$ cat config.mk
export PLATFORM = sky130hd
export DESIGN_NAME = id_hazard_ctrl_flat
export DESIGN_NICKNAME = d
export VERILOG_FILES = /design/src/rtl/cpu_pkg.sv /design/src/rtl/id_hazard_ctrl_if.sv /design/src/rtl/sb_match.sv /design/src/rtl/id_hazard_ctrl.sv /design/src/flat_wrapper.sv
export SDC_FILE = /design/constraint.sdc
export NUM_CORES = 1
export LEC_CHECK = 0
export ABC_AREA = 0
export BUFFER_PORTS_ARGS = -buffer_cell sky130_fd_sc_hd__buf_2
export CORE_MARGIN = 3
export CORE_UTILIZATION = 40
export CTS_CLUSTER_DIAMETER = 30
export DETAILED_ROUTE_END_ITERATION = 6
export GPL_TIMING_DRIVEN = 0
export PLACE_DENSITY = 0.64
export SLEW_MARGIN = 5
export SYNTH_ARGS = -nofsm -noshare
export SYNTH_HDL_FRONTEND = slang
export SYNTH_SLANG_ARGS = --single-unit
$ cat constraint.sdc
create_clock -name clk -period 3.7 [get_ports clk]
set_clock_uncertainty 0.05 [all_clocks]
set_input_delay 0 -clock clk [delete_from_list [all_inputs] [get_ports clk]]
set_output_delay 0 -clock clk [all_outputs]
set_load 0.02 [all_outputs]
$ cat src/rtl/cpu_pkg.sv
// Shared pipeline-control types for the 8-bit CPU: register address width,
// EX operand forwarding encodings and the hazard scoreboard entry layout.
package cpu_pkg;

  localparam int unsigned REG_AW = 4;

  localparam logic [1:0] FWD_RF  = 2'b00;
  localparam logic [1:0] FWD_MEM = 2'b01;
  localparam logic [1:0] FWD_WB  = 2'b10;

  typedef struct packed {
    logic              valid;
    logic [REG_AW-1:0] waddr;
    logic              is_load;
  } sb_entry_t;

  // Operand sources kept alongside the EX entry so forwarding can be resolved in EX
  typedef struct packed {
    logic [REG_AW-1:0] a_addr;
    logic [REG_AW-1:0] b_addr;
    logic              uses_a;
    logic              uses_b;
  } sb_src_t;

  // MEM wins over WB; a load still in MEM has no data yet and cannot forward
  function automatic logic [1:0] fwd_select(input logic mem_hit, input logic mem_load,
                                            input logic wb_hit);
    if (mem_hit && !mem_load) return FWD_MEM;
    if (wb_hit) return FWD_WB;
    return FWD_RF;
  endfunction

endpackage

$ cat src/rtl/id_hazard_ctrl_if.sv
// ID-side hazard bus: decode-stage operand/destination info toward the hazard
// controller, pipeline stall/flush/bubble controls and EX forwarding selects back.
interface id_hazard_ctrl_if;
  import cpu_pkg::*;

  logic [REG_AW-1:0] A_address_ID;
  logic [REG_AW-1:0] B_address_ID;
  logic [REG_AW-1:0] W_address_ID;
  logic              uses_A_ID;
  logic              uses_B_ID;
  logic              reg_write_ID;
  logic              mem_read_ID;
  logic              branch_taken_EX;

  logic              stall_PC;
  logic              stall_IFID;
  logic              flush_IFID;
  logic              bubble_IDEXE;
  logic [1:0]        fwdA_sel;
  logic [1:0]        fwdB_sel;

  modport master (
    output A_address_ID, B_address_ID, W_address_ID, uses_A_ID, uses_B_ID,
           reg_write_ID, mem_read_ID, branch_taken_EX,
    input  stall_PC, stall_IFID, flush_IFID, bubble_IDEXE, fwdA_sel, fwdB_sel
  );

  modport slave (
    input  A_address_ID, B_address_ID, W_address_ID, uses_A_ID, uses_B_ID,
           reg_write_ID, mem_read_ID, branch_taken_EX,
    output stall_PC, stall_IFID, flush_IFID, bubble_IDEXE, fwdA_sel, fwdB_sel
  );

endinterface

$ cat src/rtl/sb_match.sv
// One scoreboard entry versus one operand source; register 0 never matches.
module sb_match
  import cpu_pkg::*;
(
  input  logic              valid,
  input  logic [REG_AW-1:0] waddr,
  input  logic [REG_AW-1:0] src,
  input  logic              uses,
  output logic              match_c
);

  assign match_c = valid && uses && (src != '0) && (waddr == src);

endmodule

$ cat src/rtl/id_hazard_ctrl.sv
// Hazard detection and forwarding control beside ID; EX/MEM/WB destination scoreboard on the falling edge.
// HAZARD_FORWARD_EN: forwarding plus 1-cycle load-use stall; undefined: stall until the producer retires.
module id_hazard_ctrl
  import cpu_pkg::*;
#(
  parameter int unsigned CNT_W = 16
) (
  input  logic             clk,
  input  logic             rst,
  id_hazard_ctrl_if.slave  bus,
  output logic [CNT_W-1:0] stall_count
);

  sb_entry_t ex_q, mem_q, wb_q;
  sb_src_t   ex_src_q;

  logic       hazard;
  logic [1:0] fwd_a, fwd_b;
  logic       stall, flush, bubble;
  logic [1:0] sel_a, sel_b;

  // ID operands against the EX entry, needed by both build flavours
  logic id_a_ex, id_b_ex;

  sb_match u_id_a_ex (.valid(ex_q.valid), .waddr(ex_q.waddr), .src(bus.A_address_ID),
                      .uses(bus.uses_A_ID), .match_c(id_a_ex));
  sb_match u_id_b_ex (.valid(ex_q.valid), .waddr(ex_q.waddr), .src(bus.B_address_ID),
                      .uses(bus.uses_B_ID), .match_c(id_b_ex));

`ifdef HAZARD_FORWARD_EN
  // EX-stage operands (stored at issue) against the MEM and WB producers
  logic ex_a_mem, ex_b_mem, ex_a_wb, ex_b_wb;
  logic unused_ok;

  sb_match u_ex_a_mem (.valid(mem_q.valid), .waddr(mem_q.waddr), .src(ex_src_q.a_addr),
                       .uses(ex_src_q.uses_a), .match_c(ex_a_mem));
  sb_match u_ex_b_mem (.valid(mem_q.valid), .waddr(mem_q.waddr), .src(ex_src_q.b_addr),
                       .uses(ex_src_q.uses_b), .match_c(ex_b_mem));
  sb_match u_ex_a_wb  (.valid(wb_q.valid), .waddr(wb_q.waddr), .src(ex_src_q.a_addr),
                       .uses(ex_src_q.uses_a), .match_c(ex_a_wb));
  sb_match u_ex_b_wb  (.valid(wb_q.valid), .waddr(wb_q.waddr), .src(ex_src_q.b_addr),
                       .uses(ex_src_q.uses_b), .match_c(ex_b_wb));

  assign hazard    = (id_a_ex || id_b_ex) && ex_q.is_load;
  assign fwd_a     = fwd_select(ex_a_mem, mem_q.is_load, ex_a_wb);
  assign fwd_b     = fwd_select(ex_b_mem, mem_q.is_load, ex_b_wb);
  assign unused_ok = wb_q.is_load;
`else
  // No bypass network: any in-flight producer of an ID operand holds ID
  logic id_a_mem, id_b_mem, id_a_wb, id_b_wb;
  logic unused_ok;

  sb_match u_id_a_mem (.valid(mem_q.valid), .waddr(mem_q.waddr), .src(bus.A_address_ID),
                       .uses(bus.uses_A_ID), .match_c(id_a_mem));
  sb_match u_id_b_mem (.valid(mem_q.valid), .waddr(mem_q.waddr), .src(bus.B_address_ID),
                       .uses(bus.uses_B_ID), .match_c(id_b_mem));
  sb_match u_id_a_wb  (.valid(wb_q.valid), .waddr(wb_q.waddr), .src(bus.A_address_ID),
                       .uses(bus.uses_A_ID), .match_c(id_a_wb));
  sb_match u_id_b_wb  (.valid(wb_q.valid), .waddr(wb_q.waddr), .src(bus.B_address_ID),
                       .uses(bus.uses_B_ID), .match_c(id_b_wb));

  assign hazard    = id_a_ex || id_b_ex || id_a_mem || id_b_mem || id_a_wb || id_b_wb;
  assign fwd_a     = FWD_RF;
  assign fwd_b     = FWD_RF;
  assign unused_ok = ^{ex_q.is_load, mem_q.is_load, wb_q.is_load, ex_src_q};
`endif

  // Branch redirect overrides any stall; reset silences every control
  always_comb begin
    stall  = 1'b0;
    flush  = 1'b0;
    bubble = 1'b0;
    sel_a  = FWD_RF;
    sel_b  = FWD_RF;
    if (!rst) begin
      if (bus.branch_taken_EX) begin
        flush  = 1'b1;
        bubble = 1'b1;
      end else if (hazard) begin
        stall  = 1'b1;
        bubble = 1'b1;
      end
      sel_a = fwd_a;
      sel_b = fwd_b;
    end
  end

  assign bus.stall_PC     = stall;
  assign bus.stall_IFID   = stall;
  assign bus.flush_IFID   = flush;
  assign bus.bubble_IDEXE = bubble;
  assign bus.fwdA_sel     = sel_a;
  assign bus.fwdB_sel     = sel_b;

  // Scoreboard advances with the pipeline registers; a bubble enters EX as invalid
  always_ff @(negedge clk) begin
    if (rst) begin
      ex_q     <= '0;
      mem_q    <= '0;
      wb_q     <= '0;
      ex_src_q <= '0;
    end else begin
      wb_q  <= mem_q;
      mem_q <= ex_q;
      if (bubble) begin
        ex_q     <= '0;
        ex_src_q <= '0;
      end else begin
        ex_q     <= '{valid: bus.reg_write_ID, waddr: bus.W_address_ID, is_load: bus.mem_read_ID};
        ex_src_q <= '{a_addr: bus.A_address_ID, b_addr: bus.B_address_ID,
                      uses_a: bus.uses_A_ID, uses_b: bus.uses_B_ID};
      end
    end
  end

  always_ff @(negedge clk) begin
    if (rst) begin
      stall_count <= '0;
    end else if (stall && (stall_count != '1)) begin
      stall_count <= stall_count + CNT_W'(1);
    end
  end

endmodule
$ cat src/flat_wrapper.sv
// flat-port wrapper written by rule: the top's interface ports become plain ports
module id_hazard_ctrl_flat import cpu_pkg::*;
#(
  parameter int unsigned CNT_W = 16
)
  (clk, rst, stall_count, bus_A_address_ID, bus_B_address_ID, bus_W_address_ID, bus_uses_A_ID, bus_uses_B_ID, bus_reg_write_ID, bus_mem_read_ID, bus_branch_taken_EX, bus_stall_PC, bus_stall_IFID, bus_flush_IFID, bus_bubble_IDEXE, bus_fwdA_sel, bus_fwdB_sel);
  id_hazard_ctrl_if bus_i ();
  input  logic clk;
  input  logic rst;
  output logic [CNT_W-1:0] stall_count;
  input wire logic [$bits(bus_i.A_address_ID)-1:0] bus_A_address_ID;
  input wire logic [$bits(bus_i.B_address_ID)-1:0] bus_B_address_ID;
  input wire logic [$bits(bus_i.W_address_ID)-1:0] bus_W_address_ID;
  input wire logic [$bits(bus_i.uses_A_ID)-1:0] bus_uses_A_ID;
  input wire logic [$bits(bus_i.uses_B_ID)-1:0] bus_uses_B_ID;
  input wire logic [$bits(bus_i.reg_write_ID)-1:0] bus_reg_write_ID;
  input wire logic [$bits(bus_i.mem_read_ID)-1:0] bus_mem_read_ID;
  input wire logic [$bits(bus_i.branch_taken_EX)-1:0] bus_branch_taken_EX;
  output wire logic [$bits(bus_i.stall_PC)-1:0] bus_stall_PC;
  output wire logic [$bits(bus_i.stall_IFID)-1:0] bus_stall_IFID;
  output wire logic [$bits(bus_i.flush_IFID)-1:0] bus_flush_IFID;
  output wire logic [$bits(bus_i.bubble_IDEXE)-1:0] bus_bubble_IDEXE;
  output wire logic [$bits(bus_i.fwdA_sel)-1:0] bus_fwdA_sel;
  output wire logic [$bits(bus_i.fwdB_sel)-1:0] bus_fwdB_sel;
  assign bus_i.A_address_ID = bus_A_address_ID;
  assign bus_i.B_address_ID = bus_B_address_ID;
  assign bus_i.W_address_ID = bus_W_address_ID;
  assign bus_i.uses_A_ID = bus_uses_A_ID;
  assign bus_i.uses_B_ID = bus_uses_B_ID;
  assign bus_i.reg_write_ID = bus_reg_write_ID;
  assign bus_i.mem_read_ID = bus_mem_read_ID;
  assign bus_i.branch_taken_EX = bus_branch_taken_EX;
  assign bus_stall_PC = bus_i.stall_PC;
  assign bus_stall_IFID = bus_i.stall_IFID;
  assign bus_flush_IFID = bus_i.flush_IFID;
  assign bus_bubble_IDEXE = bus_i.bubble_IDEXE;
  assign bus_fwdA_sel = bus_i.fwdA_sel;
  assign bus_fwdB_sel = bus_i.fwdB_sel;
  id_hazard_ctrl #(.CNT_W(CNT_W)) u_core (.clk(clk), .rst(rst), .bus(bus_i), .stall_count(stall_count));
endmodule
## Word-level counts from Yosys, hierarchy flattened

Cells that the tools add are included.

- Flip-flop bits (word level): 31
- Bits of input ports: 19
- Output and inout bits: 24
- Logic and storage cells: 49

- Add/sub/neg operators: 1
- Equal/unequal tests: 7
- Muxes and demuxes: 7
- Reductions and logical operators: 27

Operators with widths:

| kind | number |
|---|---|
| 4-bit equality test | 6 |
| 1-bit logical AND | 19 |
| 16-bit by 1-bit adder with 16-bit output, second input constant | 1 |
| 16-bit != test, second input constant | 1 |
| 4-bit nonzero test | 2 |
| 1-bit 2-to-1 mux | 7 |
| 1-bit logical OR | 5 |
| 2-bit OR reduction | 1 |

## Longest topological paths before layout

- Depth after elaboration: 12
- Gate-level depth with buffers: 8
- Gate-level depth less buffers: 8

## Cells and area by module

A second synthesis with hierarchy kept.

- Cells, all modules: 201
- Area, all modules: 1828.0 sq um

Modules (own cells, without submodules):

| module | times used | cells each | area an instance (sq um) | sequential area each (sq um) |
|---|---|---|---|---|
| id_hazard_ctrl | 1 | 147 | 1422.6 | 620.6 |
| sb_match | 6 | 9 | 67.6 | 0.0 |

==> flow_metrics.env <==
export IMPL_grt_overflow_total=0
export IMPL_diodes=0
export IMPL_ys_warn_count=0
export IMPL_dp_cells=277
export IMPL_synth_edf_count=0
export IMPL_wl_per_cell_um=14.6
export IMPL_critPathTopFamily="simple AND/OR/NAND/NOR gates"
export IMPL_cp_num_buf_inv=1
export IMPL_hold_path_class="primary input to primary output"
export IMPL_crit_chain="a222oi_1 -> or4b_4 -> o311a_2 -> nand2_2 -> nor2_1 -> nor2_1 -> buf_4"
export IMPL_synth_distinct_cells=49
export IMPL_synth_cells=188
export IMPL_ioPinCount=43
export IMPL_crit_path_max_fanout=4
export IMPL_powerDensity_mw_per_mm2=340
export IMPL_grt_usage_pct=17.5
export IMPL_cts_sinks=31
export IMPL_clockRootBuffer="clkbuf_8"
export IMPL_crit_slowest_cell="or4b_4"
export IMPL_die_h_um=71.3
export IMPL_initial_utilization_pct=42.1
export IMPL_antenna_found_initial=0
export IMPL_ys_ff_latch=31
export IMPL_htreeDepth=2
export IMPL_tightest_slew_ps=1010
export IMPL_setup_viol=14
export IMPL_p_total_mw=0.884
export IMPL_clk_pin_slew_ps=30
export IMPL_drive_above_1_share_pct=38.1
export IMPL_power_leakage_nw=1.22
export IMPL_status="complete, but fails checks"
export IMPL_crit_top_cell="nor2_1"
export IMPL_syn_mean_instance_area_um2=9.08
export IMPL_rsz0062_at_grt="yes"
export IMPL_hold_viol_final=0
export IMPL_clk_latency_ps=360
export IMPL_antenna_left=0
export IMPL_areaGrowthSynthToFinish_pct=52.5
export IMPL_vias=1731
export IMPL_wirelength_mm=4.85
export IMPL_grt_pass1_vias=1683
export IMPL_cts_tree="done"
export IMPL_postSynth_asyncResetShare_pct=0
export IMPL_die_w_um=71.3
export IMPL_required_ps=3650
export IMPL_maxSlewViolCount=0
export IMPL_place_ws_ps=-403
export IMPL_crit_type="flip-flop to primary output"
export IMPL_fp_coreArea_mm2=0.00406
export IMPL_synth_area_mm2=0.00171
export IMPL_violations="negative setup slack"
export IMPL_start_kind="flip-flop"
export IMPL_row_count=23
export IMPL_port_buffers=36
export IMPL_first_pass_iters=6
export IMPL_die_area_mm2=0.00509
export IMPL_clock_path_buffers=2
export IMPL_hpwlAfterDp_mm=3.02
export IMPL_nNetsFinal=301
export IMPL_mostFrequentLayoutCells="inv_1 (35), buf_2 (29), dfxtp_1 (28), buf_4 (18), nand2_1 (15)"
export IMPL_arrival_ps=3860
export IMPL_maxSlewHeadroom_pct=32.3
export IMPL_drt_iter0_drc=87
export IMPL_synth_flop_cell="dfxtp_1"
export IMPL_drv_cap=0
export IMPL_slowest_delay_ps=530
export IMPL_drc_errors=0
export IMPL_cp_end_kind="primary output"
export IMPL_fin_cells=331
export IMPL_reg2reg_slack_ps=870
export IMPL_ctsHoldBuffers=0
export IMPL_gp_congestion=0.829
export IMPL_synth_seq_area_share_pct=36.3
export IMPL_layout_commonest_cell="inv_1"
export IMPL_vias_per_cell=5.23
export IMPL_ir_drop_uv=208
export IMPL_grt_max_degree=11
export IMPL_grt_pass1_wl_mm=7.13
export IMPL_numCtsBuffers=5
export IMPL_fin_ws_ps=-209
[report_power, final]
group	internal (mW)	total, mW	switching, mW
Clock	0.240	0.456	0.216
Combinational	0.0403	0.0827	0.0424
Sequential	0.342	0.346	0.00454
[repair_timing]
action | CTS | global route
cloned | 0 | 2
resized for setup | 10 | 47
endpoints found under the setup margin | 9 | 17
pin swaps | 2 | 23
setup buffers | 6 | 9
[final timing paths]
| check | startpoint | to | cells past startpoint |
|---|---|---|---|
| worst max-delay path | u_core.mem_q[3] | bus_bubble_IDEXE | 7 |
| worst min-delay path | bus_branch_taken_EX | bus_flush_IFID | 3 |
| worst max register to register | u_core.stall_count[0] | u_core.stall_count[2] | 8 |
| worst min register to register | u_core.ex_q[4] | u_core.mem_q[4] | 1 |
[area by class of cell]
type,instances,area (um2)
repair buffers,53,397
clock inverters,33,151
multi-input cells,143,1180
clock buffers,5,68.8
inverters,6,30.0
flip-flops and latches,31,624
well taps,50,62.6
fillers,331,1450
plain buffers,10,90.1
[synth_stat cells (5+ instances only)]
| master | n | area (um2) |
|---|---|---|
| inv_1 | 5 | 18.8 |
| o31ai_1 | 5 | 37.5 |
| a21oi_1 | 8 | 40.0 |
| nor2_1 | 8 | 30.0 |
| buf_4 | 6 | 45.0 |
| nand3_1 | 6 | 30.0 |
| or4_1 | 6 | 45.0 |
| nor2b_1 | 13 | 81.3 |
| nor4_1 | 5 | 31.3 |
| nand2_1 | 16 | 60.1 |
| dfxtp_1 | 31 | 621 |
| and3_1 | 8 | 50.1 |
| xor2_1 | 13 | 114 |
| xnor2_1 | 8 | 70.1 |
[per-stage QoR]
stage               utilization, %  hold slack, ps  TNS (ps)  area, um2
global placement              49.3             349     -4750       2000
detailed placement            49.3             358     -5410       2000
CTS                           56.5             358      -654       2290
global route                  64.2             366     -2450       2610
floorplan                        -             123     -6.76       1760
finish                        64.2             360     -1990       2610
[tightest hold or removal path, cell delays in order]
cell and delay (ps):
buf_2 120, nor2b_1 130, buf_2 150
[flip-flops by register name, summed over array words and instances (netlist names)]
name	count
u_core.ex_q	5
u_core.stall_count	16
u_core.mem_q	5
u_core.wb_q	5
[per-layer routing]
layer / up-vias / GRT usage, % / share of wire (%)
met3: 6 / 5.61 / 5.7
met4: 0 / 10.9 / 1.2
li1: 858 / - / -
met2: 55 / 28.3 / 52
met1: 812 / 20.1 / 42
met5: - / 0 / 0
[kinds of logic (layout without fill, tap and decap cells)]
group	Yosys count	after routing	synth area share [%]
buffers and inverters	17	107	6.37
other	1	4	0.220
xor gates and xnor gates	21	21	10.8
muxes	2	2	1.32
and+or+nand+nor	77	77	25.6
DFF	31	31	36.3
AOI/OAI and AO/OA	38	38	18.7
adders and majority gates	1	1	0.732
Power figures use the tool's default switching activity.
